## config.mk

```make
export PLATFORM = sky130hd
export DESIGN_NAME = shifter_arbiter
export DESIGN_NICKNAME = d
export VERILOG_FILES = /design/src/rtl/shift_pkg.sv /design/src/rtl/rr_arbiter.sv /design/src/rtl/shifter.sv /design/src/rtl/shifter_arbiter.sv
export SDC_FILE = /design/constraint.sdc
export NUM_CORES = 1
export LEC_CHECK = 0
export ABC_AREA = 0
export CORE_MARGIN = 10
export CORE_UTILIZATION = 40
export DETAILED_ROUTE_END_ITERATION = 10
export GPL_TIMING_DRIVEN = 0
export PLACE_DENSITY_LB_ADDON = 0.05
export SETUP_SLACK_MARGIN = 0.5
export SYNTH_ARGS = -nofsm -noshare
export SYNTH_HDL_FRONTEND = slang
export SYNTH_SLANG_ARGS = --single-unit
export TNS_END_PERCENT = 50
```

## constraint.sdc

```tcl
create_clock -name i_clk -period 3.45 [get_ports i_clk]
set_clock_uncertainty 0.15 [all_clocks]
set_input_delay 0.69 -clock i_clk [delete_from_list [all_inputs] [get_ports i_clk]]
set_output_delay 0.69 -clock i_clk [all_outputs]
set_load 0.01 [all_outputs]
```

## src/rtl/shift_pkg.sv

```systemverilog
// rtl/shift_pkg.sv - shared shift op encoding and datapath widths
package shift_pkg;

  localparam int XLEN    = 32;
  localparam int SHAMT_W = 5;

  typedef enum logic [1:0] {
    SHIFT_SLL = 2'b00,
    SHIFT_SRL = 2'b01,
    SHIFT_SRA = 2'b10,
    SHIFT_RSV = 2'b11
  } shift_op_e;

endpackage

```

## src/rtl/rr_arbiter.sv

```systemverilog
// rtl/rr_arbiter.sv - round-robin one-hot grant starting the search at ptr
module rr_arbiter #(
  parameter int N     = 2,
  parameter int PTR_W = 1
) (
  input  logic [N-1:0]     valid,
  input  logic [PTR_W-1:0] ptr,
  input  logic             en,
  output logic [N-1:0]     grant
);

  logic found;

  // Walk offsets 0..N-1 from ptr; the inner loop picks the requester at that offset.
  always_comb begin
    grant = '0;
    found = 1'b0;
    for (int off = 0; off < N; off++) begin
      for (int j = 0; j < N; j++) begin
        if (en && !found && valid[j] && (j == ((int'(ptr) + off) % N))) begin
          grant[j] = 1'b1;
          found    = 1'b1;
        end
      end
    end
  end

endmodule

```

## src/rtl/shifter.sv

```systemverilog
// rtl/shifter.sv - combinational SLL/SRL/SRA shifter, reserved op yields zero
module shifter
  import shift_pkg::*;
(
  input  shift_op_e          op,
  input  logic [XLEN-1:0]    a,
  input  logic [SHAMT_W-1:0] sh,
  output logic [XLEN-1:0]    result
);

  always_comb begin
    result = '0;
    case (op)
      SHIFT_SLL: result = a << sh;
      SHIFT_SRL: result = a >> sh;
      SHIFT_SRA: result = $signed(a) >>> sh;
      default:   result = '0;
    endcase
  end

endmodule

```

## src/rtl/shifter_arbiter.sv

```systemverilog
// rtl/shifter_arbiter.sv - shares one shifter among NUM_REQ requesters with a registered response slot
module shifter_arbiter
  import shift_pkg::*;
#(
  parameter int NUM_REQ = 2,
  parameter int ID_W    = 1
) (
  input  logic                   i_clk,
  input  logic                   i_rst_n,
  input  logic [NUM_REQ-1:0]     i_req_valid,
  output logic [NUM_REQ-1:0]     o_req_ready,
  input  logic [2*NUM_REQ-1:0]   i_req_sel,
  input  logic [32*NUM_REQ-1:0]  i_req_a,
  input  logic [32*NUM_REQ-1:0]  i_req_b,
  output logic                   o_rsp_valid,
  input  logic                   i_rsp_ready,
  output logic [XLEN-1:0]        o_rsp_data,
  output logic [ID_W-1:0]        o_rsp_id
);

  logic [ID_W-1:0]    rr_ptr;
  logic [ID_W-1:0]    gnt_id;
  logic [ID_W-1:0]    nxt_ptr;
  logic [NUM_REQ-1:0] grant;
  logic               slot_free;
  shift_op_e          mux_op;
  logic [XLEN-1:0]    mux_a;
  logic [SHAMT_W-1:0] mux_sh;
  logic [XLEN-1:0]    shift_res;
  logic               unused_b_hi;

  // Only b[4:0] of each requester feeds the shifter.
  assign unused_b_hi = ^i_req_b;

  assign slot_free = !o_rsp_valid || i_rsp_ready;

  rr_arbiter #(.N(NUM_REQ), .PTR_W(ID_W)) u_rr_arbiter (
    .valid (i_req_valid),
    .ptr   (rr_ptr),
    .en    (slot_free && i_rst_n),
    .grant (grant)
  );

  assign o_req_ready = grant;

  always_comb begin
    gnt_id  = '0;
    nxt_ptr = '0;
    mux_op  = SHIFT_SLL;
    mux_a   = '0;
    mux_sh  = '0;
    for (int k = 0; k < NUM_REQ; k++) begin
      if (grant[k]) begin
        gnt_id  = ID_W'(k);
        nxt_ptr = ID_W'((k + 1) % NUM_REQ);
        mux_op  = shift_op_e'(i_req_sel[2*k +: 2]);
        mux_a   = i_req_a[32*k +: 32];
        mux_sh  = i_req_b[32*k +: SHAMT_W];
      end
    end
  end

  shifter u_shifter (
    .op     (mux_op),
    .a      (mux_a),
    .sh     (mux_sh),
    .result (shift_res)
  );

  always_ff @(posedge i_clk) begin
    if (!i_rst_n) begin
      o_rsp_valid <= 1'b0;
      o_rsp_data  <= '0;
      o_rsp_id    <= '0;
      rr_ptr      <= '0;
    end else if (|grant) begin
      o_rsp_valid <= 1'b1;
      o_rsp_data  <= shift_res;
      o_rsp_id    <= gnt_id;
      rr_ptr      <= nxt_ptr;
    end else if (i_rsp_ready) begin
      o_rsp_valid <= 1'b0;
    end
  end

endmodule
```

# After elaboration in Yosys (flattened, before gate mapping)

Index checks and enable logic that the tools add are counted.

Reductions and logical operators: 22
Div/mod/pow operators: 0
$add $sub $neg: 1
Multiplexer cells: 18
$lt $le $gt $ge: 0
Multiply operators: 0
Eq/ne operators: 3
Shifts and indexed selects: 3
Bitwise operators: 1

Operators by type and width:

| kind                  | count |
|---|---|
| $pmux W32 S3          | 1 |
| $logic_not A32 Y1     | 2 |
| $mux W32              | 2 |
| $shl A32 B5 Y32       | 1 |
| $shr A32 B5 Y32       | 1 |
| $sshr A32 B5 Y32      | 1 |
| $logic_and A1 B1 Y1   | 12 |
| $mux W1               | 11 |
| $mux W5               | 2 |
| $logic_not A1 Y1      | 4 |
| $mux W2               | 2 |
| $eq A2 B1 Y1 const B  | 1 |
| $eq A2 B2 Y1 const A  | 1 |
| $eq A2 B2 Y1 const B  | 1 |
| $logic_not A2 Y1      | 1 |
| $reduce_bool A2 Y1    | 1 |
| $reduce_or A2 Y1      | 1 |
| $add A1 B1 Y1 const B | 1 |
| $and A1 B1 Y1 const A | 1 |
| $logic_or A1 B1 Y1    | 1 |

Flip-flop bits (word level): 35
Word-level logic and storage cells: 52
Bits in writable memories: 0
ROM bits: 0
Memories kept: 0
Latch bits: 0

# Depth between registers and ports, before layout

Gate-level depths: netlist of the first run.

Depth in word-level cells: 24
Mapped depth: 13
Gate-level depth less buffers: 10

# Modules after synthesis

A second synthesis of the first run with hierarchy kept.

Cell total of the unflattened synthesis: 704
Area total of the unflattened synthesis: 5,933.2 um^2

By module, submodules not included:

| module          | area an instance (um^2) | seq. area each (um^2) | instances | cells an instance |
|---|---|---|---|---|
| shifter         | 4,124.0                 | 0.0                   | 1         | 490 |
| shifter_arbiter | 1,788.0                 | 700.7                 | 1         | 209 |
| rr_arbiter      | 21.3                    | 0.0                   | 1         | 5 |

# Least setup slack after synthesis of the first run

No wires, ideal clock.

Path kind: input port to flip-flop
Start point: input port i_rsp_ready
End point: register o_rsp_data[14]
Required time: 3,183 ps
Slack: 475 ps
Stages: 11
Buffers on the path: 1
Data arrival time: 2,709 ps
Cell sequence: nand2b_1 -> nand4_4 -> inv_6 -> a22oi_4 -> buf_6 -> mux2_2 -> a22oi_1 -> o21ai_1 -> o22ai_1 -> o22ai_1 -> a22o_1

Word-level cells in the longest chain between the ends: 23
Elaborated cells on any way between the ends: 36
Those cells by class: eq/ne (2); shift (3); mux (13); reduce/logical (18)

RTL lines:

| item                                           | RTL line              | text |
|---|---|---|
| from (decl)                                    | shifter_arbiter.sv:16 | `input logic i_rsp_ready,` |
| $logic_or A1 B1 Y1 (*)                         | shifter_arbiter.sv:35 | `assign slot_free = !o_rsp_valid \|\| i_rsp_ready;` |
| $logic_and A1 B1 Y1 (*)                        | shifter_arbiter.sv:40 | `.en (slot_free && i_rst_n),` |
| $logic_and A1 B1 Y1 (2 in series)              | rr_arbiter.sv:20      | `if (en && !found && valid[j] && (j == ((int'(ptr) + off) % N))) begin` |
| $mux W1                                        | rr_arbiter.sv:20      |  |
| $logic_not A1 Y1                               | rr_arbiter.sv:20      |  |
| $logic_and A1 B1 Y1 (3 in series)              | rr_arbiter.sv:20      |  |
| $mux W1                                        | rr_arbiter.sv:20      |  |
| $logic_not A1 Y1                               | rr_arbiter.sv:20      |  |
| $logic_and A1 B1 Y1 (3 in series)              | rr_arbiter.sv:20      |  |
| $mux W1                                        | rr_arbiter.sv:20      |  |
| $logic_not A1 Y1                               | rr_arbiter.sv:20      |  |
| $logic_and A1 B1 Y1 (3 in series)              | rr_arbiter.sv:20      |  |
| $mux W1                                        | rr_arbiter.sv:20      |  |
| $mux W32, or another cell as far along         | shifter_arbiter.sv:53 | `if (grant[k]) begin` |
| $sshr A32 B5 Y32, or another cell as far along | shifter.sv:16         | `SHIFT_SRA: result = $signed(a) >>> sh;` |
| $pmux W32 S3                                   | shifter.sv:13         | `case (op)` |
| to (signal assigned)                           | shifter_arbiter.sv:78 | `o_rsp_data <= shift_res;` |
| to (decl)                                      | shifter_arbiter.sv:17 | `output logic [XLEN-1:0] o_rsp_data,` |

Mark *: on every way between the ends. The rest lies on a longest branch, timed or not.
A chain may end at the register's enable or synchronous reset.

# Worst setup path in the final report of the first run

Start point: input port i_req_valid[1]
End point: register o_rsp_data[0]

Word-level cells in the longest chain between the ends: 16
Elaborated cells on any way between the ends: 29
Those cells by class: eq/ne (2); shift (3); mux (12); reduce/logical (12)

RTL lines:

| item                                           | RTL line              | text |
|---|---|---|
| from (decl)                                    | shifter_arbiter.sv:10 | `input logic [NUM_REQ-1:0] i_req_valid,` |
| $logic_and A1 B1 Y1 (2 in series)              | rr_arbiter.sv:20      |  |
| $mux W1                                        | rr_arbiter.sv:20      |  |
| $logic_not A1 Y1                               | rr_arbiter.sv:20      |  |
| $logic_and A1 B1 Y1 (3 in series)              | rr_arbiter.sv:20      |  |
| $mux W1                                        | rr_arbiter.sv:20      |  |
| $logic_not A1 Y1                               | rr_arbiter.sv:20      |  |
| $logic_and A1 B1 Y1 (3 in series)              | rr_arbiter.sv:20      |  |
| $mux W1                                        | rr_arbiter.sv:20      |  |
| $mux W32, or another cell as far along         | shifter_arbiter.sv:53 |  |
| $sshr A32 B5 Y32, or another cell as far along | shifter.sv:16         |  |
| $pmux W32 S3                                   | shifter.sv:13         |  |

Parallel ways exist; a longest one is shown, timed or not.

==> impl_results.md, run 1 <==
- Worst setup SP type: primary input
- Register share of total power: 16.9%
- Synth Register Bits: 35
- Final Hold Vio Count: 0
- Most used DFF post-synth: dfxtp_1
- CP peak stage delay: 0.39 ns
- Number of global-route vias before repair: 8890
- Routability Congestion: 1.07
- Achievable Freq: 327 MHz
- Die area: 20600 sq um
- Post-Layout Inst Area: 10300 sq um
- R2r worst-path depth: 11
- Final setup fails: 0
- DP Area: 7510 sq um
- Uppermost layer routed: met4
- CTS Buf Count: 5
- Area occupied by multi-input gates: 6220 sq um
- Core Footprint: 15100 sq um
- DP HPWL: 27800 um
- Overflow after GRT: 0
- FF/Latch Area: 704 sq um
- Clock Tree Buf Depth: 2
- Final setup TNS: 0 ns
- Outcome: finished clean
- Global-route usage over all layers: 36.0%
- WP buf/inv: 3
- Share of cells above drive strength 1: 39.6%
- Vias per Instance: 7.33
- Global-route wire length before repair: 56500 um
- Switch share: 45.0%
- Slowest-stage cell, CP: or3_1
- Worst path top cell family by delay: simple AND/OR/NAND/NOR gates
- H-tree depth: 2
- # rows: 45
- Synth Warn #: 0
- Critical Path Fanout Max: 6
- Wire length on met3: 5730 um
- Die extent in y: 144 um
- Die X: 144 um
- Worst Hold Class: flop to flop
- VDD IR-drop max: 0.225 mV
- Post-synthesis cell count: 857
- Post-synth EDFFs: 0
- N_diodes: 0
- CTS Sinks: 35
- PD cells: 302 nW/um^2
- Async SR Flop Fraction: 0%
- Max-slew headroom: 27.5%
- Sw Pwr: 1.39 mW
- Vias post-DR: 9274
- Final nets: 1214
- Clk pwr share: 15.7%
- Setup CP Type: primary input to flop
- Fill count: 1197
- Clk_lat worst skew: 0.29 ns
- Drt initial violations: 1782
- Critical path's most frequent cell: or3_1
- Worst EP required: 3.53 ns
- RSZ-0062 raised after global routing: true
- Routed wl met2: 15700 um
- Synth Area per Inst: 7.14 sq um
- Fin. max-slew vios: 0
- Total wire length: 38900 um
- Post-layout util: 68.0%
- Initial antenna violation count: 0
- Sequential-to-total area share from yosys stat: 11.5%
- Initial Util: 40.5%
- Root buf cell: clkbuf_16
- Setup crit end kind: flop
- DRC: 0
- Distinct cells, synth: 89
- Leak: 3.92 nW
- Final worst-path cycle share: 88.5%
- Largest net degree at the start of global routing: 11
- Port Buffers: 116
- Synthesized net count: 994
- Max-cap violations: 0
- Min Tclk post-route: 3.05 ns
- R2R Path End: o_rsp_data[0]
- WHS Endpoint: o_rsp_data[3]
- Pint: 1.70 mW
- Worst-Margin Slew: 1.08 ns
- CTS clk-pin slew, worst paths: 0.05 ns
- Pre-antenna DRT Iters: 7
- Combinational fraction of design power: 67.5%
- Reg2reg start: rr_ptr
- Hold path startpoint: o_rsp_data[3]
- Flop2flop setup slack: 0.47 ns
- Area Overhead vs Synth: 67.8%
- Critical path cell sequence: buf_8 -> a21boi_4 -> nand3_4 -> inv_6 -> buf_4 -> a22o_1 -> nor2_1 -> or3_1 -> and3_2 -> or3_1 -> a21oi_2 -> o31a_1
- IO Pins: 173
- Crit path DAT: 3.14 ns
- Mapped Area: 6120 sq um
- Remaining antenna violation count: 0
- Drt wl/cell: 30.8 um
- M1 WL: 14600 um
- CTS tree: done
- Hold Path Depth: 2
[flip-flops by register name, indices dropped and copies added, names as in the netlist]
signal and cells:
o_rsp_valid 1, o_rsp_data 32, o_rsp_id 1, rr_ptr 1
[worst max-delay path by stage]
stage,to,slack (ns),start,depth (start not counted)
5_1_grt,o_rsp_data[21],0.37,i_req_b[0],11
3_5_place_dp,o_rsp_data[0],-1.04,i_req_valid[1],12
4_1_cts,o_rsp_data[23],0.48,i_req_valid[0],13
2_1_floorplan,o_rsp_data[21],0.51,i_rsp_ready,13
3_3_place_gp,o_rsp_data[0],-1.27,i_req_valid[1],12
6_report,o_rsp_data[0],0.40,i_req_valid[1],12
[worst register-to-register path, cell delays in order (launching register included)]
cell,delay (ns)
dfxtp_4,0.41
nand2b_4,0.19
nand4_4,0.17
inv_8,0.15
buf_4,0.13
a22o_1,0.28
nor2_1,0.13
or3_1,0.39
and3_2,0.28
or3_1,0.33
a21oi_2,0.17
o31a_1,0.15
[synthesized netlist by cell type (5+ instances only)]
cell,count,area [sq um]
nor2b_1,6,37.5
nand2b_1,9,56.3
nor3_1,20,100
and3_1,7,43.8
a22oi_1,24,180
and2_1,9,56.3
a211oi_1,15,113
a32o_1,5,50.1
clkbuf_1,16,60.1
o21a_1,10,75.1
a32oi_1,5,43.8
mux2_2,16,180
a221oi_1,8,70.1
dfxtp_1,35,701
nand2_1,104,390
nor2_1,87,327
nand3_1,25,125
buf_4,11,82.6
o21ai_1,9,45.0
o211ai_1,28,210
a22o_1,23,201
a211o_1,6,52.6
o21ai_0,57,285
buf_2,31,155
o22ai_1,25,156
buf_6,13,146
nand4_1,9,56.3
a21oi_1,52,260
o22a_1,5,43.8
mux2i_1,62,621
o221ai_1,10,87.6
or3_1,6,37.5
a31oi_1,8,50.1
inv_1,6,22.5
[what timing repair did]
| action | 4_1_cts | 5_1_grt |
|---|---|---|
| pin swaps | 70 | 43 |
| hold buffers | 0 | 0 |
| cloned | 5 | 0 |
| setup buffers | 71 | 21 |
| endpoints found under the setup margin | 34 | 33 |
| resized for setup | 343 | 106 |
[layer usage]
metal  global-route usage [%]  vias up
met5                        0        -
met4                     18.6        0
met3                     12.4      260
met2                     52.5      940
met1                     45.9     4286
li1                         -     3788
[final cells by class]
type | count | area share (%)
Tap cell | 188 | 2.29
Sequential cell | 35 | 6.87
Timing Repair Buffer | 213 | 20.5
Clock buffer | 8 | 1.52
Buffer | 78 | 7.68
Multi-Input combinational cell | 736 | 60.7
Inverter | 8 | 0.415
[power by group through the flow]
stage / sequential (mW) / combinational, mW / clock (mW)
after detailed placement: 0.526 / 1.46 / 0
after global routing: 0.529 / 2.14 / 0.497
final: 0.521 / 2.09 / 0.485
after global placement: 0.523 / 1.48 / 0
after floorplan: 0.550 / 0.805 / 0
after CTS: 0.520 / 1.85 / 0.485
[cells in the final DEF, fill, tap and decap left out, drive strengths merged, types with 9 or more instances in the layout]
cell type      synthesis  layout
nand2b                11      11
clkbuf                17      25
nor3                  21      21
o21ai                 67      67
dfxtp                 35      35
a22oi                 29      29
buf                   61     160
o211ai                29      29
a21oi                 53      53
mux2                  17      17
a211oi                15      15
a22o                  27      27
mux2i                 65      65
nor2                  89      89
o21a                  10      10
nand4                 10      10
o22ai                 26      26
and2                   9       9
nand3                 26      26
o221ai                10      10
clkdlybuf4s50          0     106
nand2                105     105
[logic make-up after synthesis]
logic type             count (synthesis)  share of synthesized area (%)
muxes                                 83                           14.6
buffers and inverters                 86                           8.88
and+or+nand+nor                      309                           24.3
AOI/OAI and AO/OA                    344                           40.7
DFF                                   35                           11.5
[metrics by stage]
stage          power, mW  cells  setup WS, ns  hold WS [ns]
2_1_floorplan       1.35    857         0.514         0.326
3_3_place_gp        2.00   1161         -1.27         0.304
3_5_place_dp        1.99   1161         -1.04         0.304
4_1_cts             2.86   1245         0.482         0.318
5_1_grt             3.16   1266         0.375         0.334
6_report            3.09   1266         0.396         0.311
(Power assumes the default switching activity.)
==> run 2, diff against run 1 <==
--- a/config.mk
+++ b/config.mk
@@ -6,10 +6,10 @@
 export NUM_CORES = 1
 export LEC_CHECK = 0
 export ABC_AREA = 0
-export CORE_MARGIN = 10
 export CORE_UTILIZATION = 40
 export DETAILED_ROUTE_END_ITERATION = 10
 export GPL_TIMING_DRIVEN = 0
+export HOLD_SLACK_MARGIN = 0.02
 export PLACE_DENSITY_LB_ADDON = 0.05
 export SETUP_SLACK_MARGIN = 0.5
 export SYNTH_ARGS = -nofsm -noshare
==> run 2 against run 1 <==
  * The run now ends with design-rule violations left
  * Utilization is 2.2 points higher
  * First-iteration DRC count is 8.3% higher
  * Routed wire length is 5.6% higher
  * Worst hold slack worse by 0.0039 ns
  * Maximum frequency is 6.1% lower
  * Register-to-register slack worse by 0.15 ns
  * Critical path depth stayed put
  * Critical path type unchanged
  * Largest cell class unchanged
==> impl_results.md, run 2 (synthesized netlist as in run 1, its figures left out) <==
- Outcome: complete, but fails checks (was finished clean)
- Failing checks: design-rule violations
- Root buf cell: clkbuf_16 (unchanged)
- Die X: 126 um (was 144 um)
- CTS Sinks: 35 (unchanged)
- Clk pwr share: 14.6% (was 15.7%)
- Commonest cells after routing, fill and taps aside: 107 x clkdlybuf4s50_1, 100 x buf_4, 89 x nand2_1 (was 106 x clkdlybuf4s50_1, 94 x buf_4, 86 x nand2_1)
- Final nets: 1220 (was 1214)
- Worst-Margin Slew: 1.14 ns (was 1.08 ns)
- Core Footprint: 14700 sq um (was 15100 sq um)
- Placed cell count: 1157 (was 1161)
- Fin. max-slew vios: 0 (unchanged)
- Vias post-DR: 9741 (was 9274)
- Critical path origin: i_req_b[32] (was i_req_valid[1])
- Worst EP required: 3.48 ns (was 3.53 ns)
- Pre-antenna DRT Iters: 11 (was 7)
- Max-cap violations: 0 (unchanged)
- Max-slew headroom: 23.0% (was 27.5%)
- WHS Endpoint: o_rsp_data[3] (unchanged)
- Pint: 1.67 mW (was 1.70 mW)
- Fill count: 1121 (was 1197)
- R2r worst-path depth: 12 (was 11)
- Combinational fraction of design power: 68.7% (was 67.5%)
- Critical Path Fanout Max: 11 (was 6)
- Total wire length: 41100 um (was 38900 um)
- R2R Path End: o_rsp_data[28] (was o_rsp_data[0])
- Min Tclk post-route: 3.25 ns (was 3.05 ns)
- CTS Buf Count: 5 (unchanged)
- Flop2flop setup slack: 0.32 ns (was 0.47 ns)
- Global-route wire length before repair: 55800 um (was 56500 um)
- Initial antenna violation count: 1 (was 0)
- Switch share: 46.9% (was 45.0%)
- # rows: 44 (was 45)
- Worst Hold Class: flop to flop (unchanged)
- Number of global-route vias before repair: 8779 (was 8890)
- Worst setup SP type: primary input (unchanged)
- Clock Tree Buf Depth: 2 (unchanged)
- Final worst-path cycle share: 94.3% (was 88.5%)
- Remaining antenna violation count: 0 (unchanged)
- Leak: 3.90 nW (was 3.92 nW)
- VDD IR-drop max: 0.199 mV (was 0.225 mV)
- Global-route usage over all layers: 47.5% (was 36.0%)
- Overflow after GRT: 0 (unchanged)
- Hold Path Depth: 2 (unchanged)
- Tot Pwr: 3.14 mW (was 3.09 mW)
- Die extent in y: 126 um (was 144 um)
- DRC: 3 (was 0)
- Area Overhead vs Synth: 68.7% (was 67.8%)
- IO Pins: 173 (unchanged)
- Vias per Instance: 7.68 (was 7.33)
- Largest Register: o_rsp_data (unchanged)
- Share of cells above drive strength 1: 39.7% (was 39.6%)
- Clk_lat worst skew: 0.29 ns (about the same)
- Setup crit end kind: flop (unchanged)
- CTS tree: done (unchanged)
- Sw Pwr: 1.47 mW (was 1.39 mW)
- Reg2reg start: rr_ptr (unchanged)
- Crit path DAT: 3.28 ns (was 3.14 ns)
- Port Buffers: 116 (unchanged)
- Die area: 15800 sq um (was 20600 sq um)
- H-tree depth: 2 (unchanged)
- CTS clk-pin slew, worst paths: 0.06 ns (was 0.05 ns)
- Hold_ws: 0.307 ns (was 0.311 ns)
- Achievable Freq: 307 MHz (was 327 MHz)
- Largest net degree at the start of global routing: 12 (was 11)
- DP HPWL: 28000 um (was 27800 um)
- Drt initial violations: 1930 (was 1782)
- PD cells: 304 nW/um^2 (was 302 nW/um^2)
- Initial Util: 41.6% (was 40.5%)
- RSZ-0062 raised after global routing: true (unchanged)
- Hold path startpoint: o_rsp_data[3] (unchanged)
- Setup CP Type: primary input to flop (unchanged)
- Max reg flops: 32 (unchanged)
- Routability Congestion: 1.08 (was 1.07)
- Commonest non-fill, non-tap cell in the layout: clkdlybuf4s50_1 (unchanged)
- Fin cells: 1269 (was 1266)
- Drt wl/cell: 32.4 um (was 30.8 um)
- Final Hold Vio Count: 0 (unchanged)
- Register share of total power: 16.7% (was 16.9%)
- Final setup fails: 0 (unchanged)
## run 2: routing by layer
| metal | vias to the layer above | part of all wire, % | track usage [%] |
|---|---|---|---|
| met4 | 2 | 9.0 | 28.7 |
| li1 | 3782 | - | - |
| met3 | 352 | 16 | 15.0 |
| met2 | 1138 | 39 | 68.6 |
| met1 | 4467 | 35 | 61.4 |
| met5 | - | 0.095 | 0 |
## run 2: layout make-up
cell class	instances	area (sq um)	share of cell area, %
multi-input combinational	736	6250	60.6
timing repair buffer	219	2160	20.9
buffer	78	791	7.66
sequential	35	704	6.83
tap	184	230	2.23
clock buffer	7	133	1.29
inverter	8	42.5	0.412
clock inverter	1	5.00	0.0485
antenna	1	2.50	0.0243
## run 2: repair_timing
action,in CTS,in global routing
gates resized for setup,304,133
hold buffers,0,0
cloned,3,4
pin swaps,46,50
buffers inserted,65,31
setup endpoints to repair,34,32
endpoints found under the hold margin,0,0
## run 2: how the worst max path moves through the flow
stage	endpoint	slack, ns	depth (start not counted)
global placement	o_rsp_data[28]	-1.66	11
floorplan	o_rsp_data[21]	0.51	13
CTS	o_rsp_data[3]	0.39	11
detailed placement	o_rsp_data[28]	-1.43	11
finish	o_rsp_data[14]	0.20	12
global route	o_rsp_data[6]	0.13	12
## run 2: power by group through the flow
stage	sequential, mW	clock (mW)	combinational (mW)
finish	0.523	0.458	2.16
global route	0.529	0.475	2.17
CTS	0.521	0.454	1.82
detailed placement	0.527	0	1.47
global placement	0.525	0	1.49
floorplan	0.550	0	0.805
## run 2: worst max-delay path: stages
cell and delay, ns:
dlygate4sd2_1 0.26, and2_4 0.18, a22oi_2 0.14, nand2b_4 0.18, buf_12 0.16, buf_12 0.16
mux2i_2 0.54, a22oi_1 0.22, nand2_2 0.20, mux2_2 0.23, o22ai_2 0.11, a22o_1 0.20
## run 2: per-stage QoR
step	setup TNS [ns]	utilization [%]	instance area [sq um]	setup WS, ns
5_1_grt	0	70.2	10300	0.134
2_1_floorplan	0	-	6120	0.514
3_5_place_dp	-36.05	51.1	7510	-1.43
6_report	0	70.2	10300	0.196
3_3_place_gp	-37.27	51.1	7510	-1.66
4_1_cts	0	64.0	9400	0.391
==> run 3, diff against run 2 <==
--- a/config.mk
+++ b/config.mk
@@ -6,6 +6,7 @@
 export NUM_CORES = 1
 export LEC_CHECK = 0
 export ABC_AREA = 0
+export CAP_MARGIN = 20
 export CORE_UTILIZATION = 40
 export DETAILED_ROUTE_END_ITERATION = 10
 export GPL_TIMING_DRIVEN = 0
==> run 3 against run 2 <==
  * The run still ends with design-rule violations left
  * Clock power is essentially flat
  * Sequential share of layout area is essentially flat
  * Sequential cell count is the same
  * Maximum frequency shrank 0.68%
  * Register-to-register slack is essentially flat
  * Via count shrank 0.14%
  * Die area is the same
  * Global-route usage is the same
  * Cell count is essentially flat
  * Setup slack lost 0.022 ns
  * Total power grew 0.22%
  * Utilization is essentially flat
  * Critical path type unchanged
  * Largest power group unchanged
==> impl_results.md, run 3 (synthesized netlist as in run 1, its figures left out) <==
- Commonest cells after routing, fill and taps aside: 107 x clkdlybuf4s50_1, 100 x buf_4, 89 x nand2_1 (unchanged)
- IO Pins: 173 (unchanged)
- Drt initial violations: 1965 (was 1930)
- Clk pwr share: 14.6% (about the same)
- Hold Path Depth: 2 (unchanged)
- # rows: 44 (unchanged)
- VDD IR-drop max: 0.209 mV (was 0.199 mV)
- Area Overhead vs Synth: 68.8% (was 68.7%)
- Remaining antenna violation count: 0 (unchanged)
- Reg2reg start: rr_ptr (unchanged)
- Failing checks: design-rule violations (unchanged)
- Largest Register: o_rsp_data (unchanged)
- Clk_lat worst skew: 0.29 ns (about the same)
- Final Hold Vio Count: 0 (unchanged)
- Critical Path Fanout Max: 11 (unchanged)
- Die area: 15800 sq um (unchanged)
- Port Buffers: 116 (unchanged)
- DP HPWL: 28000 um (unchanged)
- Initial Util: 41.6% (unchanged)
- R2R Path End: o_rsp_data[28] (unchanged)
- GR Util met1: 61.4% (unchanged)
- DRC: 2 (was 3)
- Flop2flop setup slack: 0.32 ns (about the same)
- Combinational fraction of design power: 68.8% (was 68.7%)
- Global-route usage over all layers: 47.5% (unchanged)
- Number of global-route vias before repair: 8779 (unchanged)
- Achievable Freq: 305 MHz (was 307 MHz)
- GR Util met2: 68.6% (unchanged)
- WHS Endpoint: o_rsp_data[3] (unchanged)
- Root buf cell: clkbuf_16 (unchanged)
- H-tree depth: 2 (unchanged)
- Final setup fails: 0 (unchanged)
- R2r worst-path depth: 12 (unchanged)
- Initial antenna violation count: 1 (unchanged)
- Fin. max-slew vios: 0 (unchanged)
- Routability Congestion: 1.08 (unchanged)
- Worst Hold Class: flop to flop (unchanged)
- Hold path startpoint: o_rsp_data[3] (unchanged)
- Most used routing layer in global routing: met2 (unchanged)
- Drt wl/cell: 32.6 um (was 32.4 um)
- Final setup TNS: 0 ns (unchanged)
- Vias post-DR: 9727 (was 9741)
- Min Tclk post-route: 3.28 ns (was 3.25 ns)
- Max-cap violations: 0 (unchanged)
- Commonest non-fill, non-tap cell in the layout: clkdlybuf4s50_1 (unchanged)
- Final worst-path cycle share: 95.0% (was 94.3%)
- Hold_ws: 0.307 ns (about the same)
- Worst-Margin Slew: 0.814 ns (was 1.14 ns)
- CTS Sinks: 35 (unchanged)
- Core Footprint: 14700 sq um (unchanged)
- Pint: 1.67 mW (about the same)
- RSZ-0062 raised after global routing: true (unchanged)
- Crit path DAT: 3.30 ns (was 3.28 ns)
- Setup crit end kind: flop (unchanged)
- Die X: 126 um (unchanged)
- PD cells: 304 nW/um^2 (about the same)
- CTS tree: done (unchanged)
- Vias per Instance: 7.66 (was 7.68)
- Global-route wire length before repair: 55800 um (unchanged)
- Outcome: complete, but fails checks (unchanged)
- Worst EP required: 3.48 ns (about the same)
- Max-slew headroom: 45.7% (was 23.0%)
- Post-layout util: 70.2% (about the same)
- Max reg flops: 32 (unchanged)
- Pre-antenna DRT Iters: 11 (unchanged)
- Met3 usage: 15.0% (unchanged)
- Final nets: 1221 (was 1220)
- Clock Tree Buf Depth: 2 (unchanged)
- Register share of total power: 16.7% (about the same)
- CTS Buf Count: 5 (unchanged)
- Die extent in y: 126 um (unchanged)
- Share of cells above drive strength 1: 39.7% (about the same)
- Overflow after GRT: 0 (unchanged)
- Switch share: 47.0% (was 46.9%)
- Largest net degree at the start of global routing: 12 (unchanged)
- CTS clk-pin slew, worst paths: 0.06 ns (about the same)
- Worst setup SP type: primary input (unchanged)
- Leak: 3.90 nW (about the same)
- Setup CP Type: primary input to flop (unchanged)
- Total wire length: 41400 um (was 41100 um)
- Sw Pwr: 1.48 mW (was 1.47 mW)
[run 3: changes by cell type in the layout (fill, tap and decap cells not counted)]
cell / before / now
buf_2: 7 / 8
[run 3: how the worst max path moves through the flow]
stage	from	endpoint	cells after the start
finish	i_req_b[32]	o_rsp_data[14]	12
global route	i_req_b[32]	o_rsp_data[6]	12
CTS	i_rst_n	o_rsp_data[3]	11
detailed placement	i_req_valid[1]	o_rsp_data[28]	11
floorplan	i_rsp_ready	o_rsp_data[21]	13
global placement	i_req_valid[1]	o_rsp_data[28]	11
[run 3: worst max-delay path: stages]
cell           delay, ns
dlygate4sd2_1       0.26
and2_4              0.18
a22oi_2             0.14
nand2b_4            0.18
buf_12              0.16
buf_12              0.15
mux2i_2             0.56
a22oi_1             0.23
nand2_2             0.20
mux2_2              0.23
o22ai_2             0.10
a22o_1              0.20
[run 3: area by class of cell]
cell class	count	area [sq um]
Clock buffer	7	133
Multi-Input combinational cell	736	6250
Clock inverter	1	5.00
Timing Repair Buffer	220	2160
Antenna cell	1	2.50
Tap cell	184	230
Sequential cell	35	704
Fill cell	1119	4380
Buffer	78	791
Inverter	8	42.5
[run 3: routing by layer]
metal  wire length [um]  vias up  part of all wire (%)
met5                 41        -                 0.099
met4               3770        2                   9.1
met3               6760      358                    16
met2              16200     1098                    39
met1              14600     4486                    35
li1                   -     3783                     -
[run 3: per-stage QoR]
step                setup WS (ns)  instances  power, mW  instance area (sq um)
finish                      0.174       1270       3.14                  10300
global route                0.134       1270       3.17                  10300
CTS                         0.391       1233       2.79                   9400
detailed placement          -1.43       1157       2.00                   7510
global placement            -1.66       1157       2.02                   7510
floorplan                   0.514        857       1.35                   6120
[run 3: repair_timing]
item / in CTS / in global routing
gates resized for setup: 304 / 133
setup endpoints to repair: 34 / 32
hold buffers: 0 / 0
pin swaps: 46 / 50
setup buffers: 65 / 31
cloned: 3 / 4
[run 3: power by group through the flow]
stage	Clock (mW)	Sequential (mW)	Combinational [mW]
4_1_cts	0.454	0.521	1.82
6_report	0.458	0.524	2.16
2_1_floorplan	0	0.550	0.805
3_3_place_gp	0	0.525	1.49
3_5_place_dp	0	0.527	1.47
5_1_grt	0.475	0.529	2.17
